**src/rtl/gpio_cmd_sequencer.sv**
```systemverilog
// -----------------------------------------------------------------------------
// gpio_cmd_sequencer
//
// Hardware initiator for the accelerator GPIO command protocol. It turns simple
// valid/ready command handshakes into correctly timed 32-bit word sequences on
// the host-to-fabric GPIO word. It also samples the fabric-to-host word for
// read-back.
//
// Word format on o_gpio:
//   [3:0]              opcode (0x0 idle, 0x5 reset/size, 0xA SOP arm, 0x2 run)
//   [4]                strobe
//   [7:5]              kernel select {1'b1, sel}, 000 = none
//   [RAM_WIDTH+7:8]    payload
//   upper bits         always 0
//
// Ports:
//   CLK100MHZ    system clock
//   i_reset      asynchronous, active-high reset
//   i_cmd_valid  command or kernel beat offered
//   o_cmd_ready  command or beat accepted this cycle (IDLE / KWAIT only)
//   i_cmd_op     0 RESET, 1 LOAD_KERNEL, 2 SOP, 3 READ
//   i_cmd_sel    kernel memory 1..3 for LOAD_KERNEL (0 treated as 1)
//   i_cmd_data   image size (RESET) or coefficient (kernel beat)
//   i_cmd_last   marks the final kernel beat
//   o_gpio       registered word to the accelerator
//   i_gpio       word from the accelerator
//   o_rd_data    captured read-back word
//   o_rd_valid   one-cycle pulse when o_rd_data updates
//   o_busy       high in every state except IDLE and KWAIT
// -----------------------------------------------------------------------------
module gpio_cmd_sequencer #(
   parameter int GPIO_D    = 32,
   parameter int RAM_WIDTH = 13,
   parameter int HOLD_CYC  = 2,
   parameter int NB_HOLD   = 8
) (
   input  logic                 CLK100MHZ,
   input  logic                 i_reset,
   input  logic                 i_cmd_valid,
   output logic                 o_cmd_ready,
   input  logic [1:0]           i_cmd_op,
   input  logic [1:0]           i_cmd_sel,
   input  logic [RAM_WIDTH-1:0] i_cmd_data,
   input  logic                 i_cmd_last,
   output logic [GPIO_D-1:0]    o_gpio,
   input  logic [GPIO_D-1:0]    i_gpio,
   output logic [GPIO_D-1:0]    o_rd_data,
   output logic                 o_rd_valid,
   output logic                 o_busy
);

   // A hold of 0 cycles is meaningless on a registered output; treat it as 1.
   localparam int                 HOLD_EFF  = (HOLD_CYC < 1) ? 1 : HOLD_CYC;
   localparam logic [NB_HOLD-1:0] HOLD_LAST = NB_HOLD'(HOLD_EFF - 1);

   localparam logic [3:0] OP_IDLE    = 4'h0;
   localparam logic [3:0] OP_RST     = 4'h5;
   localparam logic [3:0] OP_SOP_ARM = 4'hA;
   localparam logic [3:0] OP_RUN     = 4'h2;

   typedef enum logic [3:0] {
      S_IDLE, S_RST_A, S_RST_B, S_RST_C, S_KSEL, S_KHI, S_KLO,
      S_KWAIT, S_SOP_A, S_RD_HI, S_RD_LO
   } state_t;

   state_t                 state_q, state_d;
   logic [NB_HOLD-1:0]     hold_q, hold_d;
   logic [RAM_WIDTH-1:0]   data_q, data_d;
   logic [1:0]             sel_q, sel_d;
   logic                   last_q, last_d;
   logic                   tail_q, tail_d;     // KLO of last beat is emitting its 0x0 tail
   logic                   live_q;             // first clock after reset release has passed
   logic [GPIO_D-1:0]      gpio_q, gpio_d;
   logic [GPIO_D-1:0]      rd_data_q, rd_data_d;
   logic                   rd_valid_q, rd_valid_d;

   logic                   cmd_ready;
   logic                   accept;
   logic                   hold_done;

   // Builds a full GPIO word from payload and the low control byte.
   function automatic logic [GPIO_D-1:0] pack_word(input logic [RAM_WIDTH-1:0] payload,
                                                   input logic [7:0]           low);
      logic [GPIO_D-1:0] w;
      w                  = '0;
      w[RAM_WIDTH+7:8]   = payload;
      w[7:0]             = low;
      return w;
   endfunction

   // Ready is held low until one clock after reset release.
   assign cmd_ready = live_q & ((state_q == S_IDLE) | (state_q == S_KWAIT));
   assign accept    = i_cmd_valid & cmd_ready;
   assign hold_done = (hold_q == HOLD_LAST);

   // ---------------------------------------------------------------- state register
   // NOTE: sequential state uses non-blocking assignments so every register
   // samples the pre-edge values of the others, independent of statement order.
   always_ff @(posedge CLK100MHZ or posedge i_reset) begin
      if (i_reset) begin
         state_q    <= S_IDLE;
         hold_q     <= '0;
         data_q     <= '0;
         sel_q      <= '0;
         last_q     <= 1'b0;
         tail_q     <= 1'b0;
         live_q     <= 1'b0;
         gpio_q     <= '0;
         rd_data_q  <= '0;
         rd_valid_q <= 1'b0;
      end else begin
         state_q    <= state_d;
         hold_q     <= hold_d;
         data_q     <= data_d;
         sel_q      <= sel_d;
         last_q     <= last_d;
         tail_q     <= tail_d;
         live_q     <= 1'b1;
         gpio_q     <= gpio_d;
         rd_data_q  <= rd_data_d;
         rd_valid_q <= rd_valid_d;
      end
   end

   // ---------------------------------------------------------------- next state
   // NOTE: every signal assigned here gets a default first, so no path can
   // leave one unassigned and infer a latch.
   always_comb begin
      state_d = state_q;
      hold_d  = hold_q;
      data_d  = data_q;
      sel_d   = sel_q;
      last_d  = last_q;
      tail_d  = tail_q;

      case (state_q)
         S_IDLE: begin
            if (accept) begin
               data_d = i_cmd_data;
               hold_d = '0;
               tail_d = 1'b0;
               case (i_cmd_op)
                  2'd0:    state_d = S_RST_A;
                  2'd1: begin
                     sel_d   = (i_cmd_sel == 2'd0) ? 2'd1 : i_cmd_sel;
                     last_d  = i_cmd_last;
                     state_d = S_KSEL;
                  end
                  2'd2:    state_d = S_SOP_A;
                  default: state_d = S_RD_HI;
               endcase
            end
         end

         // Only payload and last are taken here; op and sel belong to the load.
         // The beat handshake can only happen in this state, so it lasts at
         // least one cycle between beats.
         S_KWAIT: begin
            if (accept) begin
               data_d  = i_cmd_data;
               last_d  = i_cmd_last;
               hold_d  = '0;
               state_d = S_KHI;
            end
         end

         default: begin
            if (!hold_done) begin
               hold_d = hold_q + NB_HOLD'(1);
            end else begin
               hold_d = '0;
               case (state_q)
                  S_RST_A: state_d = S_RST_B;
                  S_RST_B: state_d = S_RST_C;
                  S_KSEL:  state_d = S_KHI;
                  S_KHI:   state_d = S_KLO;
                  S_KLO: begin
                     if (!last_q)      state_d = S_KWAIT;
                     else if (!tail_q) tail_d  = 1'b1;   // stay one more hold for the 0x0 word
                     else begin
                        tail_d  = 1'b0;
                        state_d = S_IDLE;
                     end
                  end
                  S_RD_HI: state_d = S_RD_LO;
                  default: state_d = S_IDLE;             // RST_C, SOP_A, RD_LO
               endcase
            end
         end
      endcase
   end

   // ---------------------------------------------------------------- outputs
   // The word for the state being entered is computed here and registered, so
   // it appears on o_gpio in the first cycle of that state.
   always_comb begin
      gpio_d     = gpio_q;
      rd_data_d  = rd_data_q;
      rd_valid_d = 1'b0;

      case (state_d)
         S_RST_A: gpio_d = pack_word('0, {4'h0, OP_RST});
         S_RST_B: gpio_d = pack_word(data_d, {4'h0, OP_RST});
         S_RST_C: gpio_d = '0;
         S_KSEL:  gpio_d = pack_word('0, {1'b1, sel_d, 1'b0, OP_IDLE});
         S_KHI:   gpio_d = pack_word(data_d, {1'b1, sel_d, 1'b1, OP_IDLE});
         S_KLO:   gpio_d = tail_d ? '0 : pack_word(data_d, {1'b1, sel_d, 1'b0, OP_IDLE});
         S_SOP_A: gpio_d = pack_word('0, {4'h0, OP_SOP_ARM});
         S_RD_HI: gpio_d = pack_word('0, {3'b000, 1'b1, OP_IDLE});
         S_RD_LO: gpio_d = '0;
         S_IDLE: begin
            // Leaving SOP arms the run word, which then stays until the next command.
            if (state_q == S_SOP_A) gpio_d = pack_word('0, {4'h0, OP_RUN});
         end
         default: ;                                      // KWAIT keeps the KLO word
      endcase

      if ((state_q == S_RD_LO) && hold_done) begin
         rd_data_d  = i_gpio;
         rd_valid_d = 1'b1;
      end
   end

   assign o_cmd_ready = cmd_ready;
   assign o_gpio      = gpio_q;
   assign o_rd_data   = rd_data_q;
   assign o_rd_valid  = rd_valid_q;
   assign o_busy      = (state_q != S_IDLE) && (state_q != S_KWAIT);

endmodule

```
**config.mk**
```make
export PLATFORM = sky130hd
export DESIGN_NAME = gpio_cmd_sequencer
export DESIGN_NICKNAME = d
export VERILOG_FILES = /design/src/rtl/gpio_cmd_sequencer.sv
export SDC_FILE = /design/constraint.sdc
export NUM_CORES = 1
export LEC_CHECK = 0
export ABC_CLOCK_PERIOD_IN_PS = 5400
export CORE_ASPECT_RATIO = 2
export CORE_MARGIN = 2
export CORE_UTILIZATION = 50
export DETAILED_ROUTE_END_ITERATION = 6
export GPL_TIMING_DRIVEN = 1
export HOLD_SLACK_MARGIN = 0.12
export PLACE_DENSITY = 0.82
export SYNTH_ARGS = -nofsm -noshare
export SYNTH_HDL_FRONTEND = slang
export SYNTH_SLANG_ARGS = --single-unit
```
**constraint.sdc**
```tcl
create_clock -name CLK100MHZ -period 5.4 [get_ports CLK100MHZ]
set_clock_uncertainty 0.15 [all_clocks]
set_input_delay 1.62 -clock CLK100MHZ [delete_from_list [all_inputs] [get_ports CLK100MHZ]]
set_output_delay 1.62 -clock CLK100MHZ [all_outputs]
set_load 0.02 [all_outputs]
```
# Word-level counts from Yosys, hierarchy flattened
# Index checks and enable logic that the tools add are counted.
# op_classes
addsub	1
n_eq_ne	27
muxes	31
n_bitwise	3
reduce_logical	13
# ops
cell	n
32-bit one-hot mux with 9 select lines	1
32-bit two-way mux	1
4-bit by 3-bit equality test with 1-bit output, second input constant	7
13-bit two-way mux	2
4-bit equality test, second input constant	6
8-bit two-way mux	3
4-bit one-hot mux with 6 select lines	1
21-bit two-way mux	1
4-bit two-way mux	5
4-bit by 2-bit equality test with 1-bit output, second input constant	3
4-bit one-hot mux with 3 select lines	1
1-bit two-way mux	9
9-bit nonzero test	1
8-bit by 1-bit adder with 8-bit output, second input constant	1
4-bit by 1-bit equality test with 1-bit output, second input constant	2
8-bit by 1-bit equality test with 1-bit output, second input constant	1
4-bit zero test	2
2-bit two-way mux	4
4-bit one-hot mux with 2 select lines	1
2-bit inequality test, second input constant	3
2-bit zero test	2
2-bit by 1-bit inequality test with 1-bit output, second input constant	2
4-bit by 3-bit inequality test with 1-bit output, second input constant	1
1-bit one-hot mux with 2 select lines	2
10 further kinds	13
# totals
ff_bits	95
inputBits	53
output_inout_bits	67
word_cells	85

# Depth between registers and ports, before layout
# Gate-level depths: netlist (run 1).
# depth
ltp_word	10
ltp_mapped	12
depth_no_buf	10

# Least setup slack after synthesis (run 1)
# Ideal clock, no wire load.
# synth_path
kind	input-to-reg
from	input i_cmd_op[0]
to	register gpio_q[7], in the netlist o_gpio[7]
setup_ns	0.121
arrival_time_ns	3.143
required_ns	5.129
setup_slack_ns	1.986
cell_stages	9
n_path_buf	1
path_cell_list	inv_1 > ha_1 > nand4_1 > a21oi_1 > a211o_1 > buf_6 > a31o_1 > a21o_1 > a22o_1
# synth_via
elab_chain_cells	8
word_cells_on_any_way	21
cone_classes	eq/ne (12); mux (4); reduce/logical (5)
# synth_rtl
item	line_no	source
start, declared	41	input logic [1:0] i_cmd_op,
2-bit equality test, or another cell as far along	142	case (i_cmd_op)
4-bit one-hot mux with 3 select lines *	142	
4-bit two-way mux *	138	if (accept) begin
4-bit one-hot mux with 2 select lines *	136	case (state_q)
named net state_d[0]	66	state_t state_q, state_d;
4-bit equality test / 4-bit by 2-bit equality test with 1-bit output (equally long branches)	201	case (state_d)
2-bit OR reduction (no line)	n/a	
9-bit nonzero test (no line)	n/a	
2-bit AND reduction (no line)	n/a	
end signal, assigned	119	gpio_q <= gpio_d;
end, declared	73	logic [GPIO_D-1:0] gpio_q, gpio_d;
# Mark *: on every way through the listed nets, which the timed path passes. The rest lies on a longest branch.
# A chain may end at the register's enable or synchronous reset.

# Final worst setup path (run 1)
# layout_path
from	register state_q[2]
to	output o_cmd_ready
# layout_via
elab_chain_cells	3
word_cells_on_any_way	4
cone_classes	eq/ne (1); bitwise (2); reduce/logical (1)
# layout_rtl
item	line_no	source
start, declared	66	
start signal, assigned	112	state_q <= state_d;
4-bit by 3-bit equality test with 1-bit output / 4-bit zero test (equally long branches)	92	assign cmd_ready = live_q & ((state_q == S_IDLE) | (state_q == S_KWAIT));
1-bit bitwise OR *	92	
1-bit bitwise AND *	92	
end, declared	40	output logic o_cmd_ready,
# Every way passes the cells marked *; elsewhere a longest branch is shown, timed or not.

==> results by group, run 1 <==
Run
  – Max Cap Violations: 0

Drt
  – Via density: 5.35
  – Antenna viol nets, final: 0
  – Remaining DRCs: 0
  – Drt pass-1 iters: 4
  – Routed Wire Length: 8760 µm
  – Top routing layer in use: met4
  – Wl on met1: 3240 µm
  – Met3 Routed Length: 303 µm
  – DR iter-0 viols: 250
  – Met2 WL: 4960 µm
  – Total number of vias: 2,894
  – Post-DR wirelength/cell: 16.2 µm

Cells and area
  – Area of the multi-input gates: 0.00159 mm²
  – Syn-to-layout area delta: 35.8%
  – Reg area: 0.00208 mm²
  – FILL cells: 564
  – Ratio of cells with drive above 1 in the final layout: 0.197
  – Finished layout cell area: 0.00528 mm²
  – # diodes: 0
  – Fin util: 0.699
  – # nets final: 500

Clock tree
  – Hold-fix buffer count after cts: 0
  – Post-CTS Setup Bufs: 0
  – CTS max path bufs: 2
  – CTS H-tree lvls: 3
  – Clock Tree Root: clkbuf_16
  – CTS tree: yes
  – Post-cts resize count: 0
  – Clock transition at the registers of the reported paths: 0.06 ns
  – CTS Buf Count: 9
  – Worst skew pair latency: 0.32 ns
  – TritonCTS Sinks: 83

Setup path
  – CP endpoint: o_cmd_ready
  – Worst Setup Start Kind: flop
  – Reg-to-reg critical path startpoint: hold_q[1]
  – Critical path arrival: 2.39 ns
  – Reg2reg path depth: 10
  – Critical Path RT: 3.63 ns
  – Critical path startpoint: state_q[2]
  – Crit Path Max Fanout: 15
  – CP cell instances: or3_1 -> a21oi_1 -> and2_1 -> clkdlybuf4s50_1
  – Slowest CP cell: clkdlybuf4s50_1
  – RR Endpoint: o_gpio[13]
  – Critical setup path kind: reg -> out
  – Crit path largest cell delay: 0.59 ns
  – CP Capture Type: primary output
  – Reg2reg setup slack: 2.26 ns

Timing
  – Worst slew margin: 0.292
  – Max Fclk: 240 MHz
  – # setup viols final: 0
  – Final min period: 4.16 ns
  – Final Hold Vio Count: 0
  – RSZ-0062 raised after global routing: no
  – Final worst slack: 1.24 ns
  – Worst Hold Slack: 0.340 ns
  – Final period utilization: 0.770
  – Max-slew violation count: 0
  – Measured slew at the worst slew-check pin: 1.06 ns
  – Setup TNS: 0 ns

Min path
  – Hold crit path type: reg -> reg

GRT
  – GRT Residual Overflow: 0
  – Number of antenna violations at the first check in global routing: 0
  – Global-route wire length before repair: 14,200 µm
  – Largest net degree at the start of global routing: 62
  – Overall global routing resource usage: 0.220
  – Vias in the first global route: 3,001

Logic synthesis
  – Post-synthesis sequential area ratio: 0.535
  – Synth area leaders: dfrtp_1 (53%), mux2_2 (13%), o21ai_0 (4.8%), o21ai_2 (2.5%), buf_4 (2.3%)
  – Yosys cell types: 49
  – Top cells by count, synth: dfrtp_1 (83), mux2_2 (46), o21ai_0 (37)
  – FF+latch count, synth: 83
  – FFs w/ async S/R, synth: 1.00
  – Ys flop type: dfrtp_1
  – Syn Area/Cell: 11.6 µm²
  – Post-synthesis instance total: 334
  – Top-count cell post-synth: dfrtp_1
  – Area share of the largest cell type after synthesis: 0.535
  – Yosys Warn Count: 0
  – Synthesized cell area: 0.00388 mm²
  – Post-synth top area cell: dfrtp_1
  – Number of enable flip-flop cells after synthesis: 0

Place
  – Detail Placement HPWL: 6460 µm
  – Pre-CTS WS: 0.918 ns
  – Area after DPL: 0.00499 mm²
  – Port Buffers: 108
  – Final GP Congestion: 0.899

Die
  – Die height: 129 µm
  – Row Count: 45
  – Starting Density: 0.515
  – Total core area: 0.00754 mm²
  – Top-Level Pins: 120
  – Die W: 66.3 µm
  – Die area: 0.00853 mm²

Pwr
  – Power per Cell Area: 423 mW/mm²
  – Leak: 2.38 nW
  – Maximum VDD drop: 0.345 mV

Outcome
  – Status: finished clean
[layer usage]
layer	vias up	GRT usage
li1	1366	-
met1	1428	0.250
met2	84	0.382
met3	16	0.0455
met4	0	0.110
met5	-	0
[cells by family after synthesis]
| group | after synthesis | share of synthesized area |
|---|---|---|
| AND/OR/NAND/NOR | 68 | 0.107 |
| adder cells (fa/ha/maj) | 5 | 0.0161 |
| flip-flops | 83 | 0.535 |
| multiplexers | 47 | 0.136 |
| AO/OA/AOI/OAI | 79 | 0.134 |
| XOR/XNOR | 1 | 0.00225 |
| buffers and inverters | 49 | 0.0676 |
| other | 2 | 0.00193 |
[critical path: cells and delay by family (launching register included)]
kind	cells	cell delay [ns]
compound gates	1	0.28
simple gates	2	0.64
buf+inv	1	0.59
flops	1	0.56
[cell usage in the layout, fill, tap and decap left out, types with 3 or more instances in the layout]
cell	n
o21ai_2	11
dfrtp_1	83
a21o_1	4
nor2_1	9
conb_1	12
and3_1	5
clkbuf_16	9
a21oi_1	7
ha_1	5
nand3_1	9
nor2b_1	3
nand2_1	20
mux2_2	46
buf_4	4
clkdlybuf4s50_1	108
a31oi_1	3
nor3_1	3
o21ai_0	37
inv_1	22
clkbuf_1	3
[stage by stage]
| stage | instances | total power, mW |
|---|---|---|
| floorplan | 344 | 1.40 |
| global placement | 525 | 1.63 |
| detailed placement | 525 | 1.66 |
| CTS | 541 | 2.26 |
| global route | 541 | 2.37 |
| finish | 541 | 2.23 |
[where the power goes]
| part | leakage (nW) | switching [mW] | internal [mW] |
|---|---|---|---|
| logic | 1.16 | 0.452 | 0.357 |
| registers | 1.08 | 0.0870 | 0.747 |
| clock network | 0.137 | 0.229 | 0.359 |
| total | 2.38 | 0.769 | 1.46 |
[how the worst min path moves through the flow]
stage	endpoint	from	cells after the start	slack (ns)
final	o_rd_data[13]	o_rd_data[13]	1	0.34
after global routing	data_q[10]	data_q[10]	1	0.35
after CTS	o_rd_data[13]	o_rd_data[13]	1	0.34
after detailed placement	o_rd_data[13]	o_rd_data[13]	1	0.33
after global placement	o_rd_data[13]	o_rd_data[13]	1	0.32
after floorplan	sel_q[0]	sel_q[0]	2	0.31
[sequential cells by signal, indices dropped and copies added (netlist names)]
| name | cells |
|---|---|
| tail_q | 1 |
| o_gpio | 20 |
| last_q | 1 |
| o_rd_data | 32 |
| state_q | 4 |
| data_q | 13 |
| live_q | 1 |
| sel_q | 2 |
| hold_q | 8 |
| o_rd_valid | 1 |
[area by class of cell]
class | instances | share of cell area
clock inverter | 4 | 0.00972
timing repair buffer | 112 | 0.211
sequential | 83 | 0.394
multi-input combinational | 212 | 0.302
clock buffer | 12 | 0.0448
inverter | 24 | 0.0173
tap | 94 | 0.0223
(Power assumes the default switching activity.)
==> run 2: changes to the inputs <==
==> config.mk (replaced) <==
export PLATFORM = sky130hd
export DESIGN_NAME = gpio_cmd_sequencer
export DESIGN_NICKNAME = d
export VERILOG_FILES = /design/src/rtl/gpio_cmd_sequencer.sv
export SDC_FILE = /design/constraint.sdc
export NUM_CORES = 1
export LEC_CHECK = 0
export ABC_CLOCK_PERIOD_IN_PS = 3550
export CORE_ASPECT_RATIO = 2
export CORE_MARGIN = 2
export CORE_UTILIZATION = 42
export DETAILED_ROUTE_END_ITERATION = 6
export GPL_TIMING_DRIVEN = 1
export HOLD_SLACK_MARGIN = 0.12
export PLACE_DENSITY = 0.73
export SYNTH_ARGS = -nofsm -noshare
export SYNTH_HDL_FRONTEND = slang
export SYNTH_SLANG_ARGS = --single-unit
==> constraint.sdc (replaced) <==
create_clock -name CLK100MHZ -period 3.55 [get_ports CLK100MHZ]
set_clock_uncertainty 0.15 [all_clocks]
set_input_delay 1.065 -clock CLK100MHZ [delete_from_list [all_inputs] [get_ports CLK100MHZ]]
set_output_delay 1.065 -clock CLK100MHZ [all_outputs]
set_load 0.02 [all_outputs]
==> run 2 against run 1 <==
Global-route usage fell by 2.8 points. Register-to-register slack worse by 1.7 ns. Flip-flop and latch count did not move. Utilization down 9.2 points. Clock power increased by 75%. Sequential power rose by 49%. Worst hold slack gained 0.0034 ns. Count of clock-buffer cells in the layout decreased by 2. Design area up 3.8%. Wire length grew 5.4%. First-iteration DRC count is 46% lower. Final cell count is 4.3% higher.
==> results by group, run 2 (synthesis results as in run 1) <==
Outcome
  – Status: finished clean

Setup path
  – Reg-to-reg critical path startpoint: hold_q[1]
  – Critical setup path kind: reg -> out
  – RR Endpoint: o_gpio[14]
  – Reg2reg setup slack: 0.60 ns
  – Critical path arrival: 2.21 ns
  – Worst Setup Start Kind: flop
  – Crit Path Max Fanout: 4
  – Reg2reg path depth: 9
  – Critical Path RT: 2.33 ns
  – CP Capture Type: primary output

Drt
  – DR iter-0 viols: 134
  – Antenna viol nets, final: 0
  – Via density: 5.32
  – Met3 Routed Length: 495 µm
  – Drt pass-1 iters: 4
  – Wl on met1: 2990 µm
  – Top routing layer in use: met4
  – Met2 WL: 5410 µm
  – Remaining DRCs: 0
  – Routed Wire Length: 9230 µm
  – Total number of vias: 3,001
  – Post-DR wirelength/cell: 16.4 µm

Pwr
  – Power per Cell Area: 663 mW/mm²
  – Leak: 2.48 nW
  – Maximum VDD drop: 0.579 mV

Place
  – Detail Placement HPWL: 7000 µm
  – Pre-CTS WS: -0.186 ns
  – Area after DPL: 0.00514 mm²
  – Final GP Congestion: 0.880
  – Inst Count DP: 548
  – Port Buffers: 108

Clock tree
  – Clock Tree Root: clkbuf_16
  – Worst skew pair latency: 0.34 ns
  – Post-CTS Setup Bufs: 0
  – Hold-fix buffer count after cts: 0
  – Clock transition at the registers of the reported paths: 0.06 ns
  – CTS Buf Count: 9
  – TritonCTS Sinks: 83
  – CTS max path bufs: 2
  – CTS H-tree lvls: 3
  – Post-cts resize count: 0
  – CTS tree: yes

Timing
  – Final min period: 3.43 ns
  – Final worst slack: 0.125 ns
  – Setup TNS: 0 ns
  – Max-slew violation count: 0
  – Final Hold Vio Count: 0
  – Worst slew margin: 0.564
  – Measured slew at the worst slew-check pin: 0.652 ns
  – Max Fclk: 292 MHz
  – Final period utilization: 0.965
  – # setup viols final: 0

Run
  – Max Cap Violations: 0

Min path
  – Worst Hold End: data_q[1]
  – Hold crit path type: reg -> reg
  – Hold wc startpoint: data_q[1]
  – Hold path depth: 1

Cells and area
  – Finished layout cell area: 0.00548 mm²
  – # nets final: 515
  – Syn-to-layout area delta: 40.9%
  – # diodes: 0
  – Most frequent cells in the layout: clkdlybuf4s50_1 (108), dfrtp_1 (83), mux2_2 (46)
  – Non-Filler Instances: 564
  – Commonest non-fill, non-tap cell in the layout: clkdlybuf4s50_1
  – Max reg flops: 32
  – Ratio of cells with drive above 1 in the final layout: 0.229

Die
  – Top-Level Pins: 120
  – Starting Density: 0.431
  – Die height: 140 µm
  – Total core area: 0.00901 mm²
  – Row Count: 49
  – Die W: 72.0 µm
  – Die area: 0.0101 mm²

GRT
  – Number of antenna violations at the first check in global routing: 0
  – Global-route wire length before repair: 15,000 µm
  – Vias in the first global route: 3,250
  – Largest net degree at the start of global routing: 84
  – Overall global routing resource usage: 0.192
  – GRT Residual Overflow: 0
-- run 2: changes by cell type in the layout (fill, tap and decap cells not counted), moves of 2 or more --
cell      before  now
buf_4          4   17
buf_12         0    2
inv_6          0    2
clkbuf_1       3    0
-- run 2: how the worst max path moves through the flow --
stage	startpoint	end	slack (ns)
after floorplan	i_reset	data_q[0]	0.20
final	state_q[1]	o_cmd_ready	0.12
after CTS	state_q[1]	o_cmd_ready	0.11
after detailed placement	i_cmd_op[0]	o_gpio[10]	-0.19
after global placement	i_cmd_op[0]	o_gpio[10]	-0.09
after global routing	i_cmd_op[0]	o_gpio[14]	-0.0008
-- run 2: cell type report --
cell class | instances | area, µm²
multi-input cells | 212 | 1600
clock inverters | 6 | 93.8
inverters | 24 | 91.3
flip-flops and latches | 83 | 2080
repair buffers | 127 | 1250
clock buffers | 10 | 239
fillers | 737 | 3540
well taps | 102 | 128
-- run 2: routing by layer --
metal	vias to the layer above	track usage
met2	121	0.366
met4	0	0.0983
met1	1462	0.179
met3	24	0.0504
met5	-	0
li1	1394	-
-- run 2: power by group --
group,switching [mW],total [mW],internal (mW),leakage [nW]
Combinational,0.752,1.36,0.613,1.24
Sequential,0.103,1.24,1.14,1.08
Clock,0.387,1.03,0.641,0.160
-- run 2: worst max-delay path, stage by stage (launching register included) --
cell             delay (ns)
dfrtp_1                0.43
or3_1                  0.38
a21oi_1                0.29
and2_1                 0.18
clkdlybuf4s50_1        0.59
-- run 2: stage by stage --
stage	utilization	power, mW	hold slack, ns
after global placement	0.570	2.57	0.320
after CTS	0.607	3.66	0.345
after detailed placement	0.570	2.62	0.331
final	0.608	3.63	0.343
after global routing	0.608	3.83	0.357
after floorplan	-	2.13	0.308
